<file path="src/rtl/seq_det_ctrl.sv">
// Run controller around a programmable Moore sequence detector with hit budget and window.
// Define SEQ_DET_OVERLAP_EN for overlapping detection; non-overlapping otherwise.
module seq_det_ctrl #(
  parameter int PAT_W = 4,
  parameter int LEN_W = 3,
  parameter int CNT_W = 8,
  parameter int WIN_W = 16
) (
  input  logic             clk,
  input  logic             rst,
  input  logic             start,
  input  logic             abort,
  input  logic [PAT_W-1:0] cfg_pattern,
  input  logic [LEN_W-1:0] cfg_len,
  input  logic [CNT_W-1:0] cfg_max_hits,
  input  logic [WIN_W-1:0] cfg_window,
  input  logic             d_valid,
  input  logic             d_in,
  output logic             d_out,
  output logic [CNT_W-1:0] hit_count,
  output logic             busy,
  output logic             done,
  output logic             timeout
);

`ifdef SEQ_DET_OVERLAP_EN
  localparam bit OVERLAP = 1'b1;
`else
  localparam bit OVERLAP = 1'b0;
`endif

  localparam logic [1:0] S_IDLE  = 2'd0;
  localparam logic [1:0] S_RUN   = 2'd1;
  localparam logic [1:0] S_MATCH = 2'd2;
  localparam logic [1:0] S_DONE  = 2'd3;

  logic [1:0]       state_q, state_d;
  logic [PAT_W-1:0] pat_q, pat_d, hist_q, hist_d;
  logic [LEN_W-1:0] len_q, len_d, bits_q, bits_d;
  logic [CNT_W-1:0] max_q, max_d, hit_q, hit_d;
  logic [WIN_W-1:0] win_q, win_d, win_cnt_q, win_cnt_d;
  logic             timeout_q, timeout_d;

  logic [PAT_W-1:0] mask, hist_shift;
  logic [LEN_W:0]   bits_inc;
  logic [LEN_W-1:0] bits_sat, eff_len;
  logic [WIN_W-1:0] win_inc;
  logic [CNT_W-1:0] hit_inc;
  logic             match, expire, win_full, budget;

  always_comb begin
    for (int unsigned i = 0; i < PAT_W; i++) begin
      mask[i] = (i < 32'(len_q));
    end
    hist_shift = {hist_q[PAT_W-2:0], d_in};
    bits_inc   = {1'b0, bits_q} + (LEN_W+1)'(1);
    bits_sat   = (bits_q >= len_q) ? len_q : bits_inc[LEN_W-1:0];
    match      = (bits_inc >= {1'b0, len_q}) && ((hist_shift & mask) == (pat_q & mask));
    win_inc    = win_cnt_q + WIN_W'(1);
    expire     = (win_q != '0) && (win_inc == win_q);
    win_full   = (win_q != '0) && (win_cnt_q == win_q);
    budget     = (max_q != '0) && (hit_q == max_q);
    hit_inc    = (hit_q == '1) ? hit_q : hit_q + CNT_W'(1);
    if (cfg_len == '0)                    eff_len = LEN_W'(1);
    else if (cfg_len > LEN_W'(PAT_W))     eff_len = LEN_W'(PAT_W);
    else                                  eff_len = cfg_len;
  end

  always_comb begin
    state_d   = state_q;
    pat_d     = pat_q;
    len_d     = len_q;
    max_d     = max_q;
    win_d     = win_q;
    hist_d    = hist_q;
    bits_d    = bits_q;
    hit_d     = hit_q;
    win_cnt_d = win_cnt_q;
    timeout_d = timeout_q;
    case (state_q)
      S_IDLE: begin
        if (start && !abort) begin
          state_d   = S_RUN;
          pat_d     = cfg_pattern;
          len_d     = eff_len;
          max_d     = cfg_max_hits;
          win_d     = cfg_window;
          hist_d    = '0;
          bits_d    = '0;
          hit_d     = '0;
          win_cnt_d = '0;
          timeout_d = 1'b0;
        end
      end
      S_RUN, S_MATCH: begin
        if (abort) begin
          state_d = S_DONE;
        // A window filled by a matching bit ends the run once the MATCH pulse is out.
        end else if (state_q == S_MATCH && (budget || win_full)) begin
          state_d = S_DONE;
        end else if (d_valid) begin
          win_cnt_d = win_inc;
          if (match) begin
            state_d = S_MATCH;
            hit_d   = hit_inc;
            hist_d  = OVERLAP ? hist_shift : '0;
            bits_d  = OVERLAP ? bits_sat : '0;
          end else begin
            hist_d  = hist_shift;
            bits_d  = bits_sat;
            if (expire) begin
              state_d   = S_DONE;
              timeout_d = 1'b1;
            end else begin
              state_d = S_RUN;
            end
          end
        end else begin
          state_d = S_RUN;
        end
      end
      default: state_d = S_IDLE;
    endcase
  end

  always_ff @(posedge clk or posedge rst) begin
    if (rst) begin
      state_q   <= S_IDLE;
      pat_q     <= '0;
      len_q     <= '0;
      max_q     <= '0;
      win_q     <= '0;
      hist_q    <= '0;
      bits_q    <= '0;
      hit_q     <= '0;
      win_cnt_q <= '0;
      timeout_q <= 1'b0;
    end else begin
      state_q   <= state_d;
      pat_q     <= pat_d;
      len_q     <= len_d;
      max_q     <= max_d;
      win_q     <= win_d;
      hist_q    <= hist_d;
      bits_q    <= bits_d;
      hit_q     <= hit_d;
      win_cnt_q <= win_cnt_d;
      timeout_q <= timeout_d;
    end
  end

  assign d_out     = (state_q == S_MATCH);
  assign busy      = (state_q == S_RUN) || (state_q == S_MATCH);
  assign done      = (state_q == S_DONE);
  assign timeout   = timeout_q;
  assign hit_count = hit_q;

endmodule
</file>
<file path="config.mk">
export PLATFORM = sky130hd
export DESIGN_NAME = seq_det_ctrl
export DESIGN_NICKNAME = d
export VERILOG_FILES = /design/src/rtl/seq_det_ctrl.sv
export SDC_FILE = /design/constraint.sdc
export NUM_CORES = 1
export LEC_CHECK = 0
export ABC_AREA = 1
export ABC_CLOCK_PERIOD_IN_PS = 4150
export BUFFER_PORTS_ARGS = -buffer_cell sky130_fd_sc_hd__buf_2
export CAP_MARGIN = 10
export CORE_MARGIN = 2
export CORE_UTILIZATION = 35
export CTS_CLUSTER_SIZE = 12
export DETAILED_ROUTE_END_ITERATION = 8
export PLACE_DENSITY = 0.52
export SKIP_LAST_GASP = 1
export SYNTH_ARGS = -nofsm -noshare
export SYNTH_HDL_FRONTEND = slang
export SYNTH_SLANG_ARGS = --single-unit
</file>
<file path="constraint.sdc">
create_clock -name clk -period 4.15 [get_ports clk]
set_input_delay 0.2075 -clock clk [delete_from_list [all_inputs] [get_ports clk]]
set_output_delay 0.2075 -clock clk [all_outputs]
set_load 0.005 [all_outputs]
</file>
==> qor.yml, run 1 <==
synth:
  synth_area_leader_cell: "dfrtp_1"
  synth-seq-cells: 64
  synth_top_family_by_area: "simple AND/OR/NAND/NOR gates"
  synthCells: 574
  ys_types: 32
  syn_area_mm2: 0.00411
  synth_area_per_cell_um2: 7.15
  yosysTopAreaCellShare_pct: 39.0
  synth_compound_area_share_pct: 10.7
  yosys-top-cells-area: "dfrtp_1, nand2_1, inv_1"
  syn_nets: 624
  synthAdderAreaFrac_pct: 3.96
  synthSimpleGateAreaFrac_pct: 30.9
  synth_xor_xnor_area_share_pct: 7.22
  synthMuxAreaShare_pct: 0
  ys_seq_area_share_pct: 39.0
  synth_warnings: 0
cells_and_area:
  mostFrequentLayoutCells: "nand2_1, dfrtp_1, inv_1"
  layout.nets: 671
  drive_gt1_share_pct: 13.4
  n_fill_cell: 1209
  antenna_cells: 0
  layout_commonest_cell: "nand2_1"
  area_growth_pct: 15.9
  final_cell_count_no_fill: 769
  stdcell_area_mm2: 0.00476
critical_path:
  r2r_setup_slack_ns: 1.18
  rr_endpoint: "hit_count[6]$_DFFE_PP0P_"
  cp-end-kind: "flop"
  worstReg2RegStart: "state_q[0]$_DFFE_PP0P_"
  crit_end: "hit_count[6]$_DFFE_PP0P_"
  startpoint: "state_q[0]$_DFFE_PP0P_"
  startpoint_type: "flop"
  worstSetupPathType: "flop to flop"
  crit_path_max_fanout: 31
  r2r_cells: 11
  required_ns: 4.37
  worstPathArrival_ns: 3.19
clocking:
  cts_tree: "built"
  path_clk_slew_ns: 0.06
  cts.sinks: 64
  cts_buffers: 9
  cts-htree-levels: 3
  clock_latency_ns: 0.34
  cts_setup_buffers: 0
  cts_hold_buf: 1
  clockBufferDepth: 2
  clk_root_buffer_cell: "clkbuf_16"
  cts_resized: 0
pwr:
  vdd_drop_max_uv: 305
  switching_power_mw: 1.44
  p_per_area_mw_per_mm2: 680
  p_int_mw: 1.80
  power_frac_comb_pct: 44.1
  sw_frac_of_total_pct: 44.4
  power_leakage_nw: 2.37
  pwr-share-seq_pct: 32.7
  clockPowerShare_pct: 23.2
job:
  cap_violations: 0
routing:
  viasPerCell: 4.85
  dr.pass1.iters: 4
  drc: 0
  wl_um: 10400
  wl_per_cell_um: 13.6
  top_layer_used: "met4"
  met1Wirelength_um: 4970
  wl_met2_um: 4700
  wl_met3_um: 629
  num_vias: 3731
  first_iter_violations: 211
  drtAntennaViolNets: 0
floorplan:
  die_w_um: 112
  core-area_mm2: 0.0114
  boundaryPins: 49
  die_y_um: 112
  start_util_pct: 36.0
  num_rows: 39
  dieArea_mm2: 0.0126
timing:
  tns_ns: 0
  worstMarginPinSlew_ns: 0.555
  min_period_ns: 2.97
  fmax_mhz: 337
  hold_violations: 0
  finalSetupViolCount: 0
  drv_slew: 0
  slew_headroom_pct: 63.0
  rsz0062_at_grt: "no"
  post-route-period-util_pct: 71.5
  skew_ns: 0.00531
run_status:
  outcome: "finished clean"
global_route:
  grt_pass1_wl_um: 18000
  grt_max_degree: 41
  antenna_found_initial: 0
  gr-total-overflow: 0
  grtUsageTotal_pct: 18.0
  grt_pass1_vias: 3634
placement:
  gp_congestion: 0.876
  port_buffers: 48
  postPlaceCellArea_mm2: 0.00446
  hpwl_um: 7870
  placedCellCount: 752
hold_path:
  hold_class: "input port to flop"
  hold_start: "cfg_pattern[0]"
## kinds of logic after synthesis
logic type | Yosys count
flip-flops | 64
AND/OR/NAND/NOR | 305
XOR/XNOR | 33
adder cells (fa/ha/maj) | 13
AO/OA/AOI/OAI | 77
buffers and inverters | 82
## registers in the layout, summed over array words and instances, names as in the netlist
name       count
max_q          8
timeout        1
hit_count      8
win_cnt_q     16
state_q        2
pat_q          4
bits_q         3
len_q          3
hist_q         3
win_q         16
## synth_stat cells, drive strengths merged
cell and number:
a21boi 2, a21oi 10, buf 10, clkbuf 7, dfrtp 64, ha 13
inv 65, nand2 202, nand3 36, nand3b 1, nand4 9, nor2 51
nor3 2, nor4 1, o211ai 2, o21a 1, o21ai 47, o21bai 1
o31ai 14, or2 3, xnor2 13, xor2 20
## worst max-delay path, cell delays in order, from the launching register on
cell and delay [ns]:
dfrtp_1 0.39, inv_1 0.08, ha_1 0.28, buf_4 0.23
inv_1 0.25, a21oi_1 0.22, a21boi_0 0.24, nand2_2 0.35
inv_2 0.37, nand2_2 0.21, inv_1 0.16, o21ai_1 0.07
## power groups by stage
stage	combinational, mW	sequential (mW)	clock, mW
after CTS	1.44	1.06	0.769
final	1.43	1.06	0.749
after detailed placement	1.43	1.07	0
after global placement	1.40	1.06	0
after global routing	1.66	1.10	0.800
after floorplan	1.15	1.00	0
## worst min-delay path by stage
stage / endpoint / depth (start not counted) / slack (ns)
6_report: pat_q[0]$_DFFE_PP0P_ / 3 / 0.07
5_1_grt: max_q[5]$_DFFE_PP0P_ / 3 / 0.07
4_1_cts: pat_q[0]$_DFFE_PP0P_ / 3 / 0.06
3_5_place_dp: max_q[0]$_DFFE_PP0P_ / 2 / 0.29
3_3_place_gp: max_q[0]$_DFFE_PP0P_ / 2 / 0.28
2_1_floorplan: max_q[1]$_DFFE_PP0P_ / 2 / 0.32
## per-layer routing
| layer | global-route usage [%] | vias up |
|---|---|---|
| met2 | 28.4 | 92 |
| met4 | 4.47 | 0 |
| li1 | - | 1912 |
| met3 | 5.67 | 12 |
| met1 | 24.4 | 1715 |
| met5 | 0 | - |
## layout make-up
| cell class | count | area (um^2) | share of cell area (%) |
|---|---|---|---|
| repair buffers | 53 | 280 | 5.89 |
| well taps | 143 | 179 | 3.76 |
| multi-input cells | 428 | 2170 | 45.5 |
| clock inverters | 7 | 62.6 | 1.31 |
| flip-flops and latches | 64 | 1600 | 33.6 |
| inverters | 65 | 244 | 5.13 |
| clock buffers | 9 | 225 | 4.73 |
## metrics by stage
step | total power, mW | util [%] | setup WS (ns) | hold WS (ns)
floorplan | 2.15 | - | 2.02 | 0.317
global placement | 2.47 | 39.1 | 1.30 | 0.281
detailed placement | 2.50 | 39.1 | 1.16 | 0.293
CTS | 3.27 | 41.7 | 1.16 | 0.0567
global route | 3.56 | 41.7 | 0.750 | 0.0729
finish | 3.24 | 41.7 | 1.18 | 0.0659
(Power assumes the default switching activity.)
==> run 2, diff against run 1 <==
ABC_CLOCK_PERIOD_IN_PS = 2950   (was 4150)
clock period = 2.95 ns   (was 4.15 ns; I/O delays follow)
==> qor.yml, run 2 (synthesis results as in run 1) <==
clocking:
  clock_latency_ns: 0.34  # about the same
  clk_root_buffer_cell: "clkbuf_16"  # unchanged
  cts_tree: "built"  # unchanged
  cts_resized: 0  # unchanged
  cts.sinks: 64  # unchanged
  path_clk_slew_ns: 0.06  # about the same
  cts_hold_buf: 7  # was 1
  clockBufferDepth: 2  # unchanged
  cts-htree-levels: 3  # unchanged
  cts_buffers: 9  # unchanged
  cts_setup_buffers: 0  # unchanged
routing:
  wl_um: 10400  # about the same
  drtAntennaViolNets: 0  # unchanged
  num_vias: 3717  # was 3731
  dr.pass1.iters: 4  # unchanged
  drc: 0  # unchanged
  viasPerCell: 4.78  # was 4.85
  first_iter_violations: 146  # was 211
  wl_per_cell_um: 13.3  # was 13.6 um
global_route:
  antenna_found_initial: 0  # unchanged
  grt_max_degree: 42  # was 41
  grt_pass1_vias: 3528  # was 3634
  grt_pass1_wl_um: 17600  # was 18000 um
  grtUsageTotal_pct: 17.6  # was 18.0%
  gr-total-overflow: 0  # unchanged
timing:
  finalSetupViolCount: 0  # unchanged
  hold_violations: 0  # unchanged
  slew_headroom_pct: 64.1  # was 63.0%
  drv_slew: 0  # unchanged
  post-route-period-util_pct: 83.7  # was 71.5%
  fmax_mhz: 405  # was 337 MHz
  tns_ns: 0  # unchanged
  min_period_ns: 2.47  # was 2.97 ns
  worstMarginPinSlew_ns: 0.538  # was 0.555 ns
  skew_ns: 0.00500  # was 0.00531 ns
  rsz0062_at_grt: "no"  # unchanged
pwr:
  p_per_area_mw_per_mm2: 1010  # was 680 mW/mm^2
  vdd_drop_max_uv: 470  # was 305 uV
  switching_power_mw: 2.06  # was 1.44 mW
  power_mw: 5.00  # was 3.24 mW
  clockPowerShare_pct: 28.3  # was 23.2%
  p_int_mw: 2.93  # was 1.80 mW
  pwr-share-seq_pct: 29.7  # was 32.7%
  sw_frac_of_total_pct: 41.3  # was 44.4%
  power_leakage_nw: 2.45  # was 2.37 nW
  power_frac_comb_pct: 42.0  # was 44.1%
run_status:
  outcome: "finished clean"  # unchanged
floorplan:
  die_w_um: 112  # unchanged
  num_rows: 39  # unchanged
  dieArea_mm2: 0.0126  # unchanged
  die_y_um: 112  # unchanged
  core-area_mm2: 0.0114  # unchanged
  start_util_pct: 36.0  # unchanged
  boundaryPins: 49  # unchanged
cells_and_area:
  top_regs: "win_cnt_q: 16 flops, win_q: 16 flops"  # unchanged
  antenna_cells: 0  # unchanged
  layout.nets: 680  # was 671
  drive_gt1_share_pct: 13.7  # was 13.4%
  mostFrequentLayoutCells: "nand2_1, dfrtp_1, inv_1"  # unchanged
  area_growth_pct: 20.8  # was 15.9%
  final_cell_count_no_fill: 778  # was 769
  layout_commonest_cell: "nand2_1"  # unchanged
  n_fill_cell: 1181  # was 1209
critical_path:
  startpoint_type: "flop"  # unchanged
  worstSetupPathType: "flop to flop"  # unchanged
  crit_path_max_fanout: 12  # was 31
  required_ns: 3.18  # was 4.37 ns
  cp-end-kind: "flop"  # unchanged
  worstPathArrival_ns: 2.70  # was 3.19 ns
placement:
  placedCellCount: 755  # was 752
  gp_congestion: 0.838  # was 0.876
  hpwl_um: 7670  # was 7870 um
  port_buffers: 48  # unchanged
job:
  cap_violations: 0  # unchanged
hold_path:
  hold_class: "input port to flop"  # unchanged
-- run 2: cell types whose count changed in the layout (fill, tap and decap cells not counted) --
cell / previous run / this run
dlygate4sd3_1: 1 / 7
clkinv_4: 0 / 2
buf_4: 4 / 6
bufinv_16: 1 / 5
buf_12: 0 / 1
clkinv_2: 5 / 0
clkinvlp_4: 1 / 0
-- run 2: worst paths after layout --
kind | startpoint | endpoint | slack (ns) | cells past startpoint
setup / recovery | bits_q[0]$_DFFE_PP0P_ | hit_count[4]$_DFFE_PP0P_ | 0.48 | 12
hold / removal | cfg_pattern[3] | pat_q[3]$_DFFE_PP0P_ | 0.01 | 3
setup reg to reg | bits_q[0]$_DFFE_PP0P_ | hit_count[4]$_DFFE_PP0P_ | 0.48 | 12
hold reg to reg | pat_q[0]$_DFFE_PP0P_ | pat_q[0]$_DFFE_PP0P_ | 0.50 | 2
max in group asynchronous | rst | win_cnt_q[12]$_DFFE_PP0P_ | 2.08 | 4
min in group asynchronous | rst | max_q[2]$_DFFE_PP0P_ | 0.40 | 4
-- run 2: stage by stage --
step                hold WS (ns)  cell area, um^2  util (%)  worst slack [ns]
floorplan                  0.257             4110         -             0.818
global placement           0.216             4500      39.4             0.598
detailed placement         0.219             4500      39.4             0.482
CTS                     0.000185             4960      43.4             0.472
global route              0.0194             4960      43.4             0.272
finish                    0.0107             4960      43.4             0.480
-- run 2: cell type report --
| cell class | count | area, um^2 | share of cell area (%) |
|---|---|---|---|
| repair buffers | 62 | 375 | 7.57 |
| flip-flops and latches | 64 | 1600 | 32.3 |
| inverters | 65 | 244 | 4.92 |
| multi-input cells | 428 | 2170 | 43.7 |
| well taps | 143 | 179 | 3.61 |
| clock inverters | 7 | 168 | 3.38 |
| clock buffers | 9 | 225 | 4.54 |
-- run 2: worst max-delay path: stages, from the launching register on --
cell,delay [ns]
dfrtp_1,0.42
ha_1,0.33
ha_1,0.27
a21boi_0,0.12
o21ai_0,0.14
nand3b_1,0.09
nand3_1,0.17
nand2_1,0.20
o21a_1,0.18
nand2_2,0.19
inv_1,0.12
nand2_1,0.07
nand2_1,0.05
-- run 2: per-layer routing --
layer	GRT usage, %	share of wire (%)
met1	25.4	51
met2	26.3	43
met4	6.83	1.6
met5	0	0
met3	3.24	4.3
-- run 2: power by group through the flow --
| stage | combinational [mW] | clock, mW | sequential (mW) |
|---|---|---|---|
| floorplan | 1.62 | 0 | 1.41 |
| global placement | 2.06 | 0 | 1.49 |
| detailed placement | 2.08 | 0 | 1.50 |
| CTS | 2.12 | 1.44 | 1.49 |
| global route | 2.42 | 1.48 | 1.53 |
| finish | 2.10 | 1.41 | 1.48 |
==> run 3, diff against run 2 <==
ABC_CLOCK_PERIOD_IN_PS = 2000   (was 2950)
PLACE_DENSITY = 0.53   (was 0.52)
clock period = 2 ns   (was 2.95 ns; I/O delays follow)
==> qor.yml, run 3 (synthesis results as in run 1) <==
cells_and_area:
  top_regs: "win_cnt_q: 16 flops, win_q: 16 flops"  # unchanged
  layout.nets: 738  # was 680
  final_core_util_pct: 49.1  # was 43.4%
  n_fill_cell: 1145  # was 1181
  register_area_mm2: 0.00160  # about the same
  multi_input_area_mm2: 0.00236  # was 0.00217 mm^2
  antenna_cells: 0  # unchanged
  stdcell_area_mm2: 0.00560  # was 0.00496 mm^2
  area_growth_pct: 36.5  # was 20.8%
  final_cell_count_no_fill: 836  # was 778
  mostFrequentLayoutCells: "nand2_1, dfrtp_1, inv_1"  # unchanged
  drive_gt1_share_pct: 22.2  # was 13.7%
  layout_commonest_cell: "nand2_1"  # unchanged
pwr:
  power_mw: 8.13  # was 5.00 mW
  switching_power_mw: 3.51  # was 2.06 mW
  p_int_mw: 4.62  # was 2.93 mW
  vdd_drop_max_uv: 692  # was 470 uV
  power_frac_comb_pct: 52.4  # was 42.0%
  sw_frac_of_total_pct: 43.2  # was 41.3%
  power_leakage_nw: 2.74  # was 2.45 nW
  p_per_area_mw_per_mm2: 1450  # was 1010 mW/mm^2
  pwr-share-seq_pct: 26.6  # was 29.7%
  clockPowerShare_pct: 21.0  # was 28.3%
floorplan:
  dieArea_mm2: 0.0126  # unchanged
  start_util_pct: 36.0  # unchanged
  boundaryPins: 49  # unchanged
  num_rows: 39  # unchanged
  die_y_um: 112  # unchanged
  die_w_um: 112  # unchanged
  core-area_mm2: 0.0114  # unchanged
global_route:
  grt_max_degree: 65  # was 42
  gr-total-overflow: 0  # unchanged
  antenna_found_initial: 0  # unchanged
  grt_pass1_wl_um: 18300  # was 17600 um
  grtUsageTotal_pct: 18.1  # was 17.6%
  grt_pass1_vias: 3926  # was 3528
timing:
  min_period_ns: 2.12  # was 2.47 ns
  skew_ns: 0.00743  # was 0.00500 ns
  post-route-period-util_pct: 106  # was 83.7%
  worstMarginPinSlew_ns: 0.452  # was 0.538 ns
  hold_violations: 0  # unchanged
  slew_headroom_pct: 69.8  # was 64.1%
  rsz0062_at_grt: "yes"  # was no
  fin_ws_ns: -0.117  # was 0.480 ns
  fin_hold_ws_ns: 0.0172  # was 0.0107 ns
  fmax_mhz: 472  # was 405 MHz
  drv_slew: 0  # unchanged
  tns_ns: -0.790  # was 0 ns
  finalSetupViolCount: 11  # was 0
critical_path:
  worstPathArrival_ns: 2.34  # was 2.70 ns
  worstReg2RegStart: "bits_q[1]$_DFFE_PP0P_"  # was bits_q[0]$_DFFE_PP0P_
  r2r_setup_slack_ns: -0.12  # was 0.48 ns
  slowest_stage: "dfrtp_1"  # unchanged
  crit_path_max_fanout: 8  # was 12
  max_stage_delay_ns: 0.41  # was 0.42 ns
  startpoint_type: "flop"  # unchanged
  cp-end-kind: "flop"  # unchanged
  r2r_cells: 12  # unchanged
  path_cells: "ha_4, ha_4, a21boi_2, o21ai_1, nand3b_1, nand3_2, nand2_2, o21a_1, nand2_4, buf_6, nand2_2, nand2_1"  # was ha_1, ha_1, a21boi_0, o21ai_0, nand3b_1, nand3_1, nand2_1, o21a_1, nand2_2, inv_1, nand2_1, nand2_1
  rr_endpoint: "hit_count[4]$_DFFE_PP0P_"  # unchanged
  required_ns: 2.22  # was 3.18 ns
  worstSetupPathType: "flop to flop"  # unchanged
routing:
  num_vias: 4017  # was 3717
  first_iter_violations: 154  # was 146
  viasPerCell: 4.81  # was 4.78
  drtAntennaViolNets: 0  # unchanged
  wl_um: 11500  # was 10400 um
  dr.pass1.iters: 5  # was 4
  drc: 0  # unchanged
  wl_per_cell_um: 13.7  # was 13.3 um
hold_path:
  hold_start: "cfg_window[8]"  # was cfg_pattern[3]
  hold_path_depth: 3  # unchanged
  min_to: "win_q[8]$_DFFE_PP0P_"  # was pat_q[3]$_DFFE_PP0P_
  hold_class: "input port to flop"  # unchanged
clocking:
  path_clk_slew_ns: 0.05  # was 0.06 ns
  clockBufferDepth: 2  # unchanged
  cts.sinks: 64  # unchanged
  cts_tree: "built"  # unchanged
  cts_buffers: 9  # unchanged
  cts-htree-levels: 3  # unchanged
  clk_root_buffer_cell: "clkbuf_16"  # unchanged
  clock_latency_ns: 0.33  # was 0.34 ns
run_status:
  violations: "setup timing"
  outcome: "finished with violations"  # was finished clean
placement:
  place_ws_ns: -0.0875  # was 0.482 ns
  hpwl_um: 7930  # was 7670 um
  placedCellCount: 787  # was 755
  postPlaceCellArea_mm2: 0.00475  # was 0.00450 mm^2
  gp_congestion: 0.872  # was 0.838
  port_buffers: 48  # unchanged
job:
  cap_violations: 0  # unchanged
run 3: final cells by class:
| cell class | count | area share, % |
|---|---|---|
| tap | 143 | 3.19 |
| sequential | 64 | 28.6 |
| clock buffer | 13 | 4.47 |
| inverter | 65 | 4.40 |
| clock inverter | 3 | 1.16 |
| timing repair buffer | 120 | 15.9 |
| multi-input combinational | 428 | 42.2 |
run 3: metal layers:
metal / vias to the layer above / track usage [%] / wire [um]
li1: 2046 / - / -
met1: 1887 / 21.8 / 5060
met2: 67 / 32.9 / 5840
met3: 17 / 4.48 / 402
met4: 0 / 3.74 / 164
met5: - / 0 / 0
run 3: timing repair:
action,in CTS,in global routing
resized for setup,4,43
hold buffers,29,0
buffers inserted,0,6
endpoints found under the hold margin,92,0
endpoints found under the setup margin,9,30
pin swaps,5,15
run 3: power by group through the flow:
stage,Combinational (mW),Clock [mW],Sequential [mW]
2_1_floorplan,2.43,0,2.07
3_3_place_gp,3.51,0,2.15
3_5_place_dp,3.56,0,2.15
4_1_cts,3.73,1.75,2.13
5_1_grt,4.79,1.79,2.23
6_report,4.26,1.71,2.16
run 3: worst max path at each step:
stage / from / end / cells past startpoint
detailed placement: bits_q[1]$_DFFE_PP0P_ / hit_count[2]$_DFFE_PP0P_ / 12
global placement: bits_q[1]$_DFFE_PP0P_ / hit_count[4]$_DFFE_PP0P_ / 12
finish: bits_q[1]$_DFFE_PP0P_ / hit_count[4]$_DFFE_PP0P_ / 12
floorplan: bits_q[1]$_DFFE_PP0P_ / hit_count[2]$_DFFE_PP0P_ / 12
global route: bits_q[1]$_DFFE_PP0P_ / hit_count[2]$_DFFE_PP0P_ / 12
CTS: bits_q[0]$_DFFE_PP0P_ / hit_count[3]$_DFFE_PP0P_ / 12
run 3: critical path, delay by kind of cell (launching register included):
| kind | cells | cell delay, ns |
|---|---|---|
| fa+ha+maj | 2 | 0.55 |
| compound gates | 3 | 0.41 |
| buf+inv | 1 | 0.14 |
| flops | 1 | 0.41 |
| simple gates | 6 | 0.51 |
